### config.mk
export PLATFORM = sky130hd
export DESIGN_NAME = skid_fifo
export DESIGN_NICKNAME = d
export VERILOG_FILES = /design/src/rtl/skid_fifo_pkg.sv /design/src/rtl/skid_fifo_mem.sv /design/src/rtl/skid_fifo.sv
export SDC_FILE = /design/constraint.sdc
export NUM_CORES = 1
export LEC_CHECK = 0
export BUFFER_PORTS_ARGS = -buffer_cell sky130_fd_sc_hd__buf_2
export CORE_ASPECT_RATIO = 0.8
export CORE_UTILIZATION = 54
export DETAILED_ROUTE_END_ITERATION = 10
export PLACE_DENSITY = 0.82
export SYNTH_ARGS = -nofsm -noshare
export SYNTH_HDL_FRONTEND = slang
export SYNTH_HIERARCHICAL = 1
export SYNTH_SLANG_ARGS = --single-unit
### constraint.sdc
create_clock -name i_clk -period 2.55 [get_ports i_clk]
set_input_delay 0.1275 -clock i_clk [delete_from_list [all_inputs] [get_ports i_clk]]
set_output_delay 0.1275 -clock i_clk [all_outputs]
set_load 0.03 [all_outputs]
### src/rtl/skid_fifo_pkg.sv
// skid_fifo_pkg: shared helpers for the skid_fifo elastic buffer
package skid_fifo_pkg;

    function automatic int fill_width(input int depth);
        return $clog2(depth) + 1;
    endfunction

endpackage

### src/rtl/skid_fifo_mem.sv
// skid_fifo_mem: DEPTH x DW register array, one write port, one async read port
//   clk                  write clock
//   we, waddr, wdata     write port
//   raddr -> rdata       combinational read port
module skid_fifo_mem #(
    parameter int DW    = 8,
    parameter int DEPTH = 4,
    parameter int AW    = $clog2(DEPTH)
) (
    input  logic          clk,
    input  logic          we,
    input  logic [AW-1:0] waddr,
    input  logic [DW-1:0] wdata,
    input  logic [AW-1:0] raddr,
    output logic [DW-1:0] rdata
);

    logic [DW-1:0] mem [DEPTH];

    always_ff @(posedge clk)
        if (we) mem[waddr] <= wdata;

    assign rdata = mem[raddr];

endmodule

### src/rtl/skid_fifo.sv
// skid_fifo: registered-output valid/ready elastic buffer holding up to DEPTH beats
//   i_clk, i_reset           clock, synchronous active-high reset
//   i_flush                  synchronous discard (only with SKID_FIFO_FLUSH_EN defined)
//   i_valid, o_ready, i_data upstream beat
//   o_valid, i_ready, o_data downstream beat
//   o_fill, o_almost_full    occupancy and o_fill >= AFULL_THRESH
// o_ready/o_valid decode from fill only, so neither depends combinationally on any input.
module skid_fifo
    import skid_fifo_pkg::*;
#(
    parameter int DW           = 8,
    parameter int DEPTH        = 4,
    parameter int AFULL_THRESH = DEPTH - 1
) (
    input  logic                         i_clk,
    input  logic                         i_reset,
`ifdef SKID_FIFO_FLUSH_EN
    input  logic                         i_flush,
`endif
    input  logic                         i_valid,
    output logic                         o_ready,
    input  logic [DW-1:0]                i_data,
    output logic                         o_valid,
    input  logic                         i_ready,
    output logic [DW-1:0]                o_data,
    output logic [fill_width(DEPTH)-1:0] o_fill,
    output logic                         o_almost_full
);

    localparam int AW = $clog2(DEPTH);
    localparam int FW = fill_width(DEPTH);

    if (DEPTH < 2 || (DEPTH & (DEPTH - 1)) != 0)
        $error("skid_fifo: DEPTH must be a power of two >= 2");
    if (AFULL_THRESH < 1 || AFULL_THRESH > DEPTH)
        $error("skid_fifo: AFULL_THRESH must be in 1..DEPTH");

    logic [AW-1:0] wr_ptr, rd_ptr;
    logic [FW-1:0] fill;
    logic          push, pop, clr;

`ifdef SKID_FIFO_FLUSH_EN
    assign clr = i_reset || i_flush;
`else
    assign clr = i_reset;
`endif

    assign o_ready       = fill != FW'(DEPTH);
    assign o_valid       = fill != '0;
    assign o_fill        = fill;
    assign o_almost_full = fill >= FW'(AFULL_THRESH);
    assign push          = i_valid && o_ready;
    assign pop           = o_valid && i_ready;

    always_ff @(posedge i_clk)
        if (clr) begin
            wr_ptr <= '0;
            rd_ptr <= '0;
            fill   <= '0;
        end else begin
            if (push) wr_ptr <= wr_ptr + 1'b1;
            if (pop) rd_ptr <= rd_ptr + 1'b1;
            fill <= fill + FW'(push) - FW'(pop);
        end

    // A write in a clear cycle lands in a slot that the reset pointers treat as empty.
    skid_fifo_mem #(.DW(DW), .DEPTH(DEPTH), .AW(AW)) u_mem (
        .clk   (i_clk),
        .we    (push),
        .waddr (wr_ptr),
        .wdata (i_data),
        .raddr (rd_ptr),
        .rdata (o_data)
    );

endmodule

## Yosys cells after proc, flatten, opt, wreduce, memory -nomap -nowiden

Memory sizes are Yosys's and may differ from the RTL's. A register that Yosys moved wholly into a read port is not among the register bits.
Index checks and enable logic that the tools add are counted.

| storage, ports and cells | value |
|---|---|
| register bits after elaboration | 7 |
| input bits | 12 |
| bits in writable memories | 32 |
| memories kept | 1 |
| output and inout port bits | 14 |
| logic and storage cells | 17 |

Memories:

| memory | depth | width | rd ports | clocked after memory_dff | write ports | RTL line | RTL |
|---|---|---|---|---|---|---|---|
| u_mem.mem | 4 | 8 | 1 | 1 | 1 | skid_fifo_mem.sv:18 | `logic [DW-1:0] mem [DEPTH];` |

| operators by class | value |
|---|---|
| mux-type cells | 4 |
| $lt $le $gt $ge | 1 |
| add/subtract/negate cells | 4 |
| reduce and logical (&&, ||, !) cells | 3 |
| equal/unequal tests | 1 |

Operator list:

| cell | number |
|---|---|
| $add 2x1->2 const B | 2 |
| $mux 2 | 2 |
| $add 3x1->3 | 1 |
| $ge 3x2->1 const B | 1 |
| $ne 3x3->1 const B | 1 |
| $reduce_bool 3->1 | 1 |
| $sub 3x1->3 | 1 |
| $logic_and 1x1->1 | 2 |
| $mux 1 | 2 |

## Logic depth before layout (Yosys ltp)

Gate-level depths: netlist of run 1.

| logic depth | value |
|---|---|
| depth in word-level cells | 4 |
| gate-level depth with buffers | 9 |
| gate-level depth less buffers | 9 |

## Modules after synthesis

Netlist of run 1, hierarchy kept.

Modules (own cells, without submodules):

| module | times used | area each (um2) | cells each | sequential area each (um2) |
|---|---|---|---|---|
| skid_fifo_mem | 1 | 1188.6 | 46 | 960.9 |
| skid_fifo | 1 | 365.4 | 39 | 140.1 |

## Least setup slack after synthesis of run 1

No wires, ideal clock.

| timing | value |
|---|---|
| kind | reg-to-reg |
| start | reg fill[2], in the netlist o_fill[2] |
| end | reg fill[2], in the netlist o_fill[2] |
| clock period less this slack | 2.245 ns |
| path slack | 0.305 ns |
| required time | 2.423 ns |
| cell stages (with the launch flop) | 10 |
| data arrival time | 2.119 ns |
| path through | dfxtp_1 > or3b_4 > nand2_1 > ha_1 > inv_1 > ha_1 > inv_1 > fa_1 > xor2_1 > nor2_1 |

| between the ends | value |
|---|---|
| word-level cells in the longest chain between the ends | 4 |
| elaborated cells between the ends (all ways) | 6 |
| those cells by class | add/sub (2); eq/ne (1); reduce/logical (3) |

RTL lines:

| element | RTL line | RTL |
|---|---|---|
| from (decl) | skid_fifo.sv:39 | `logic [FW-1:0] fill;` |
| from (signal assigned) | skid_fifo.sv:63 | `fill <= fill + FW'(push) - FW'(pop);` |
| $ne 3x3->1 | skid_fifo.sv:48 | `assign o_ready = fill != FW'(DEPTH);` |
| net o_ready | skid_fifo.sv:21 | `output logic o_ready,` |
| $logic_and 1x1->1 | skid_fifo.sv:52 | `assign push = i_valid && o_ready;` |
| $add 3x1->3 | skid_fifo.sv:63 |  |
| $sub 3x1->3 | skid_fifo.sv:63 |  |

The timed path passes the listed nets, and every way through them passes these cells.
A chain may end at the register's enable or synchronous reset.

## Final worst setup path of run 1

| timing | value |
|---|---|
| start | reg fill[2], in the netlist o_fill[2] |
| end | reg fill[2], in the netlist o_fill[2] |

| between the ends | value |
|---|---|
| word-level cells in the longest chain between the ends | 4 |
| elaborated cells between the ends (all ways) | 6 |
| those cells by class | add/sub (2); eq/ne (1); reduce/logical (3) |

RTL lines:

| element | RTL line |
|---|---|
| $ne 3x3->1 | skid_fifo.sv:48 |
| $logic_and 1x1->1 | skid_fifo.sv:52 |
| $add 3x1->3 | skid_fifo.sv:63 |
| $sub 3x1->3 (*) | skid_fifo.sv:63 |

Mark *: on every way between the ends. The rest lies on a longest branch, timed or not.

==> flow_metrics.py, run 1 <==
metrics = {
    "synthesis": {
        "netlist_top_cells_area": "edfxtp_1 62%, mux4_2 12%, dfxtp_1 9.0%, ha_1 2.4%, nor2_1 1.4%",
        "syn-num-nets": 101,
        "synth_edf_count": 32,
        "yosys.area.top_type": "edfxtp_1",
        "synth_top_flop_cell": "edfxtp_1",
        "yosysTopAreaCellShare_pct": 61.8,
        "synth_area_per_cell_sq_um": 18.3,
        "syn_area_sq_um": 1550,
        "synthCells": 85,
        "ys_ff_latch": 39,
        "async_flop_share_pct": 0,
        "synthDistinctLibCells": 26,
        "yosysSeqAreaShare_pct": 70.9,
        "ys_warn_count": 6,
    },
    "power_and_ir_drop": {
        "leakage_nw": 0.707,
        "irDropWorstVdd_mv": 0.731,
        "power_density_nw_per_um2": 1060,
    },
    "timing": {
        "final-setup-viol-count": 0,
        "relSlewSlack_pct": 61.9,
        "slew_violations": 0,
        "timing.fmax_mhz": 480,
        "rsz0062_at_grt": "false",
        "fin_worst_skew_ps": 16.2,
        "final_hold_viol_count": 0,
        "period_minus_slack_ps": 2080,
        "tns_ps": 0,
        "tightest_slew_ps": 571,
        "fin_crit_sh_pct": 81.7,
    },
    "grt": {
        "grt_pass1_wl_um": 3830,
        "overflow": 0,
        "grt_max_degree": 13,
        "grt_pass1_vias": 812,
        "antenna_found_initial": 0,
        "grt_use_total_pct": 18.9,
    },
    "route": {
        "vias": 839,
        "drt_first_pass_iters": 4,
        "wl_um": 2490,
        "drtIter0Drc": 26,
        "viasPerCell": 5.18,
        "final_antenna_net_count": 0,
        "drc": 0,
        "wl_per_cell_um": 15.4,
    },
    "finish": {
        "fin_area_sq_um": 1900,
        "multiInputGateArea_sq_um": 414,
        "syn_to_final_growth_pct": 22.0,
        "n_antenna_cell": 0,
        "layout-drive-gt1-share_pct": 36.3,
        "fin_cells": 162,
        "fillCellCount": 179,
        "final_common_cell": "edfxtp_1",
        "fin_nets": 139,
        "regArea_sq_um": 1100,
        "final_cell_mix": "32 x edfxtp_1, 25 x buf_2, 8 x dlygate4sd3_1, 8 x mux4_2, 7 x dfxtp_1",
    },
    "clock_tree": {
        "clk_pin_slew_ps": 110,
        "cts_buffers": 5,
        "clock_path_buffers": 2,
        "cts_num_sinks": 39,
        "cts_tree": "done",
        "h-tree-depth": 2,
        "clockRootBuffer": "clkbuf_4",
        "clock_latency_ps": 340,
    },
    "place": {
        "place.gp.congestion": 0.792,
        "placed_area_sq_um": 1710,
        "hpwl_um": 1560,
        "port_buffers": 25,
        "dp.cells": 146,
    },
    "floorplan": {
        "die_h_um": 50.0,
        "core-area_sq_um": 2740,
        "fp.dieArea_sq_um": 3100,
        "die_width_um": 62.0,
        "num_rows": 17,
        "num_io_pins": 26,
        "initial_core_util_pct": 56.6,
    },
    "setup_path": {
        "cp_slowest_cell": "or3b_4",
        "worstPathArrival_ps": 2320,
        "worstPathMaxFanout": 6,
        "worstSetupStartpoint": "o_fill[2]",
        "rr_worst_depth": 9,
        "path_cells": "or3b_4, nand2_1, ha_1, inv_1, ha_1, inv_1, fa_1, xor2_1, nor2_1",
        "setup.worst_path.end": "o_fill[2]",
        "critPathKind": "reg -> reg",
        "r2r_setup_slack_ps": 470,
        "cpPeakStageDelay_ps": 430,
        "end_kind": "flop",
        "required_ps": 2790,
        "reg2reg_from": "o_fill[2]",
        "start_kind": "flop",
        "rr_endpoint": "o_fill[2]",
    },
    "hold_path": {
        "holdPathStages": 2,
        "min_path_type": "in -> reg",
        "hp-start": "i_reset",
    },
    "run_status": {
        "status": "finished, final reports clean",
    },
    "flow_run": {
        "maxCapViolations": 0,
    },
}
[area by class of cell]
type	instances	share of cell area [%]
clock inverters	2	3.17
repair buffers	34	11.2
multi-input cells	38	21.8
clock buffers	6	2.18
flip-flops and latches	39	58.1
well taps	38	2.51
inverters	5	0.990
[critical path: cells and delay by family (launching register included)]
family / cells / cell delay (ps)
adder cells (fa/ha/maj): 3 / 730
AND/OR/NAND/NOR: 3 / 590
flip-flops: 1 / 420
XOR/XNOR: 1 / 140
buffers and inverters: 2 / 110
[cell families (layout without fill, tap and decap cells)]
logic type	Yosys count	count (layout)	synth area share, %
DFF	39	39	70.9
and+or+nand+nor	17	17	6.28
buffers and inverters	8	47	2.50
adders and majority gates	4	4	3.70
muxes	8	8	11.6
xor gates and xnor gates	3	3	1.69
AOI/OAI and AO/OA	6	6	3.38
[state kept, by name, summed over array words and instances (netlist names)]
register / flops
rd_ptr: 2
o_fill: 3
u_mem/mem: 32
wr_ptr: 2
[where the power goes]
| group | total (mW) | internal [mW] | switching [mW] |
|---|---|---|---|
| combinational | 0.639 | 0.265 | 0.375 |
| clock | 0.500 | 0.306 | 0.194 |
| sequential | 0.869 | 0.776 | 0.0935 |
[through the flow]
stage	setup slack, ps	utilization, %	power [mW]	hold WS, ps
6_report	468	69.1	2.01	57.9
5_1_grt	308	69.1	2.13	45.2
4_1_cts	465	68.4	2.02	5.00
3_5_place_dp	492	62.5	1.51	344
3_3_place_gp	577	62.5	1.50	339
2_1_floorplan	305	-	1.36	226
[cell usage after synthesis (2+ instances only)]
library cell  number
and3b_1            2
dfxtp_1            7
edfxtp_1          32
ha_1               3
inv_1              5
mux4_2             8
nand2_1            2
nor2_1             6
o21ai_0            2
xor2_1             2
[timing repair]
action                    CTS  global route
hold endpoints to repair   21             8
resized for setup           0             0
hold buffers                6             2
setup buffers               0             0
[routing by layer]
metal | GRT usage [%] | share of wire, % | up-vias
met4 | 7.78 | 1.4 | 0
met5 | 0 | 0 | -
li1 | - | - | 407
met1 | 24.1 | 45 | 407
met3 | 7.35 | 3.6 | 4
met2 | 28.7 | 50 | 21
[worst min-delay path by stage]
stage | end | slack (ps)
final | o_fill[1] | 60
after global routing | o_fill[1] | 50
after CTS | u_mem/mem[0][2] | 5
after detailed placement | u_mem/mem[2][6] | 340
after global placement | u_mem/mem[3][2] | 340
after floorplan | u_mem/mem[0][0] | 230
Power figures use the tool's default switching activity.
==> run 2: changes to the inputs <==
==> constraint.sdc (replaced) <==
create_clock -name i_clk -period 2.12 [get_ports i_clk]
set_input_delay 0.106 -clock i_clk [delete_from_list [all_inputs] [get_ports i_clk]]
set_output_delay 0.106 -clock i_clk [all_outputs]
set_load 0.03 [all_outputs]
==> flow_metrics.py, run 2 (same netlist as run 1, synthesis figures left out) <==
metrics = {
    "clock_tree": {
        "cts_buffers": 5,
        "clock_path_buffers": 2,
        "clockRootBuffer": "clkbuf_4",
        "cts_num_sinks": 39,
        "clock_latency_ps": 340,
        "cts_tree": "done",
        "clk_pin_slew_ps": 100,
        "h-tree-depth": 2,
    },
    "finish": {
        "fin_nets": 142,
        "fin_cells": 165,
        "final_common_cell": "edfxtp_1",
        "fillCellCount": 182,
        "n_antenna_cell": 0,
        "utilization_pct": 68.6,
        "layout-drive-gt1-share_pct": 40.9,
        "fin_area_sq_um": 1880,
        "regMostFlops": "u_mem/mem",
        "largest_register_ff_count": 32,
        "final_cell_mix": "32 x edfxtp_1, 25 x buf_2, 8 x dlygate4sd3_1, 8 x mux4_2, 6 x nor2_1",
        "syn_to_final_growth_pct": 21.1,
    },
    "timing": {
        "relSlewSlack_pct": 67.5,
        "timing.hold.ws_ps": 29.4,
        "final-setup-viol-count": 0,
        "tns_ps": 0,
        "tightest_slew_ps": 482,
        "fin_worst_skew_ps": 4.97,
        "layout_setup_ws_ps": 133,
        "slew_violations": 0,
        "period_minus_slack_ps": 1990,
        "final_hold_viol_count": 0,
        "rsz0062_at_grt": "false",
        "timing.fmax_mhz": 503,
        "fin_crit_sh_pct": 93.7,
    },
    "hold_path": {
        "min_path_type": "in -> reg",
    },
    "place": {
        "hpwl_um": 1720,
        "pre_cts_slack_ps": 106,
        "dp.cells": 148,
        "place.gp.congestion": 0.697,
        "port_buffers": 25,
        "placed_area_sq_um": 1740,
    },
    "grt": {
        "antenna_found_initial": 0,
        "grt_pass1_wl_um": 3960,
        "overflow": 0,
        "grt_max_degree": 13,
        "grt_use_total_pct": 19.6,
        "grt_pass1_vias": 842,
    },
    "floorplan": {
        "num_io_pins": 26,
        "fp.dieArea_sq_um": 3100,
        "core-area_sq_um": 2740,
        "num_rows": 17,
        "initial_core_util_pct": 56.6,
        "die_width_um": 62.0,
        "die_h_um": 50.0,
    },
    "route": {
        "wl_um": 2540,
        "viasPerCell": 5.18,
        "drtIter0Drc": 21,
        "drt_first_pass_iters": 5,
        "drc": 0,
        "wl_per_cell_um": 15.4,
        "final_antenna_net_count": 0,
        "vias": 855,
    },
    "setup_path": {
        "worstPathArrival_ps": 2230,
        "critPathKind": "reg -> reg",
        "start_kind": "flop",
        "end_kind": "flop",
        "worstPathMaxFanout": 5,
        "required_ps": 2360,
    },
    "power_and_ir_drop": {
        "finalPower_mw": 2.22,
        "power_density_nw_per_um2": 1180,
        "leakage_nw": 0.700,
        "irDropWorstVdd_mv": 0.625,
    },
    "flow_run": {
        "maxCapViolations": 0,
    },
    "run_status": {
        "status": "finished, final reports clean",
    },
}
-- run 2: area by class of cell --
type	instances	area (sq um)	share of cell area (%)
sequential	39	1110	59.0
clock inverter	2	12.5	0.665
inverter	5	18.8	0.997
multi-input combinational	38	417	22.1
tap	38	47.5	2.53
timing repair buffer	37	235	12.5
clock buffer	6	41.3	2.19
-- run 2: power by group --
part           total [mW]  leakage, nW  internal (mW)  switching (mW)
logic               0.852        0.319          0.351           0.501
clock network       0.352       0.0282          0.128           0.224
registers            1.02        0.352          0.944          0.0722
-- run 2: metal layers --
metal,track usage [%],share of wire [%],vias to the layer above
met1,23.1,43,420
met5,0,0,-
li1,-,-,410
met3,6.30,3.2,7
met2,31.9,52,18
met4,8.89,2.0,0
-- run 2: critical path, stage by stage, from the launching register on --
cell and delay [ps]:
dfxtp_4 370, or3b_4 420, nand2_2 90, ha_1 220
inv_1 50, ha_1 130, inv_1 50, fa_1 370
xor2_1 140, nor2_1 50
-- run 2: final timing paths --
check                  from        end  slack, ps  cells past startpoint
setup / recovery  o_fill[1]  o_fill[2]        130                      9
hold reg to reg   wr_ptr[0]  wr_ptr[0]        580                      2
setup reg to reg  o_fill[1]  o_fill[2]        130                      9
hold / removal      i_reset  o_fill[1]         30                      2
-- run 2: timing repair --
action,in CTS,in global routing
setup endpoints to repair,0,1
buffers inserted,0,1
hold endpoints to repair,32,0
hold buffers,8,0
resized for setup,0,2
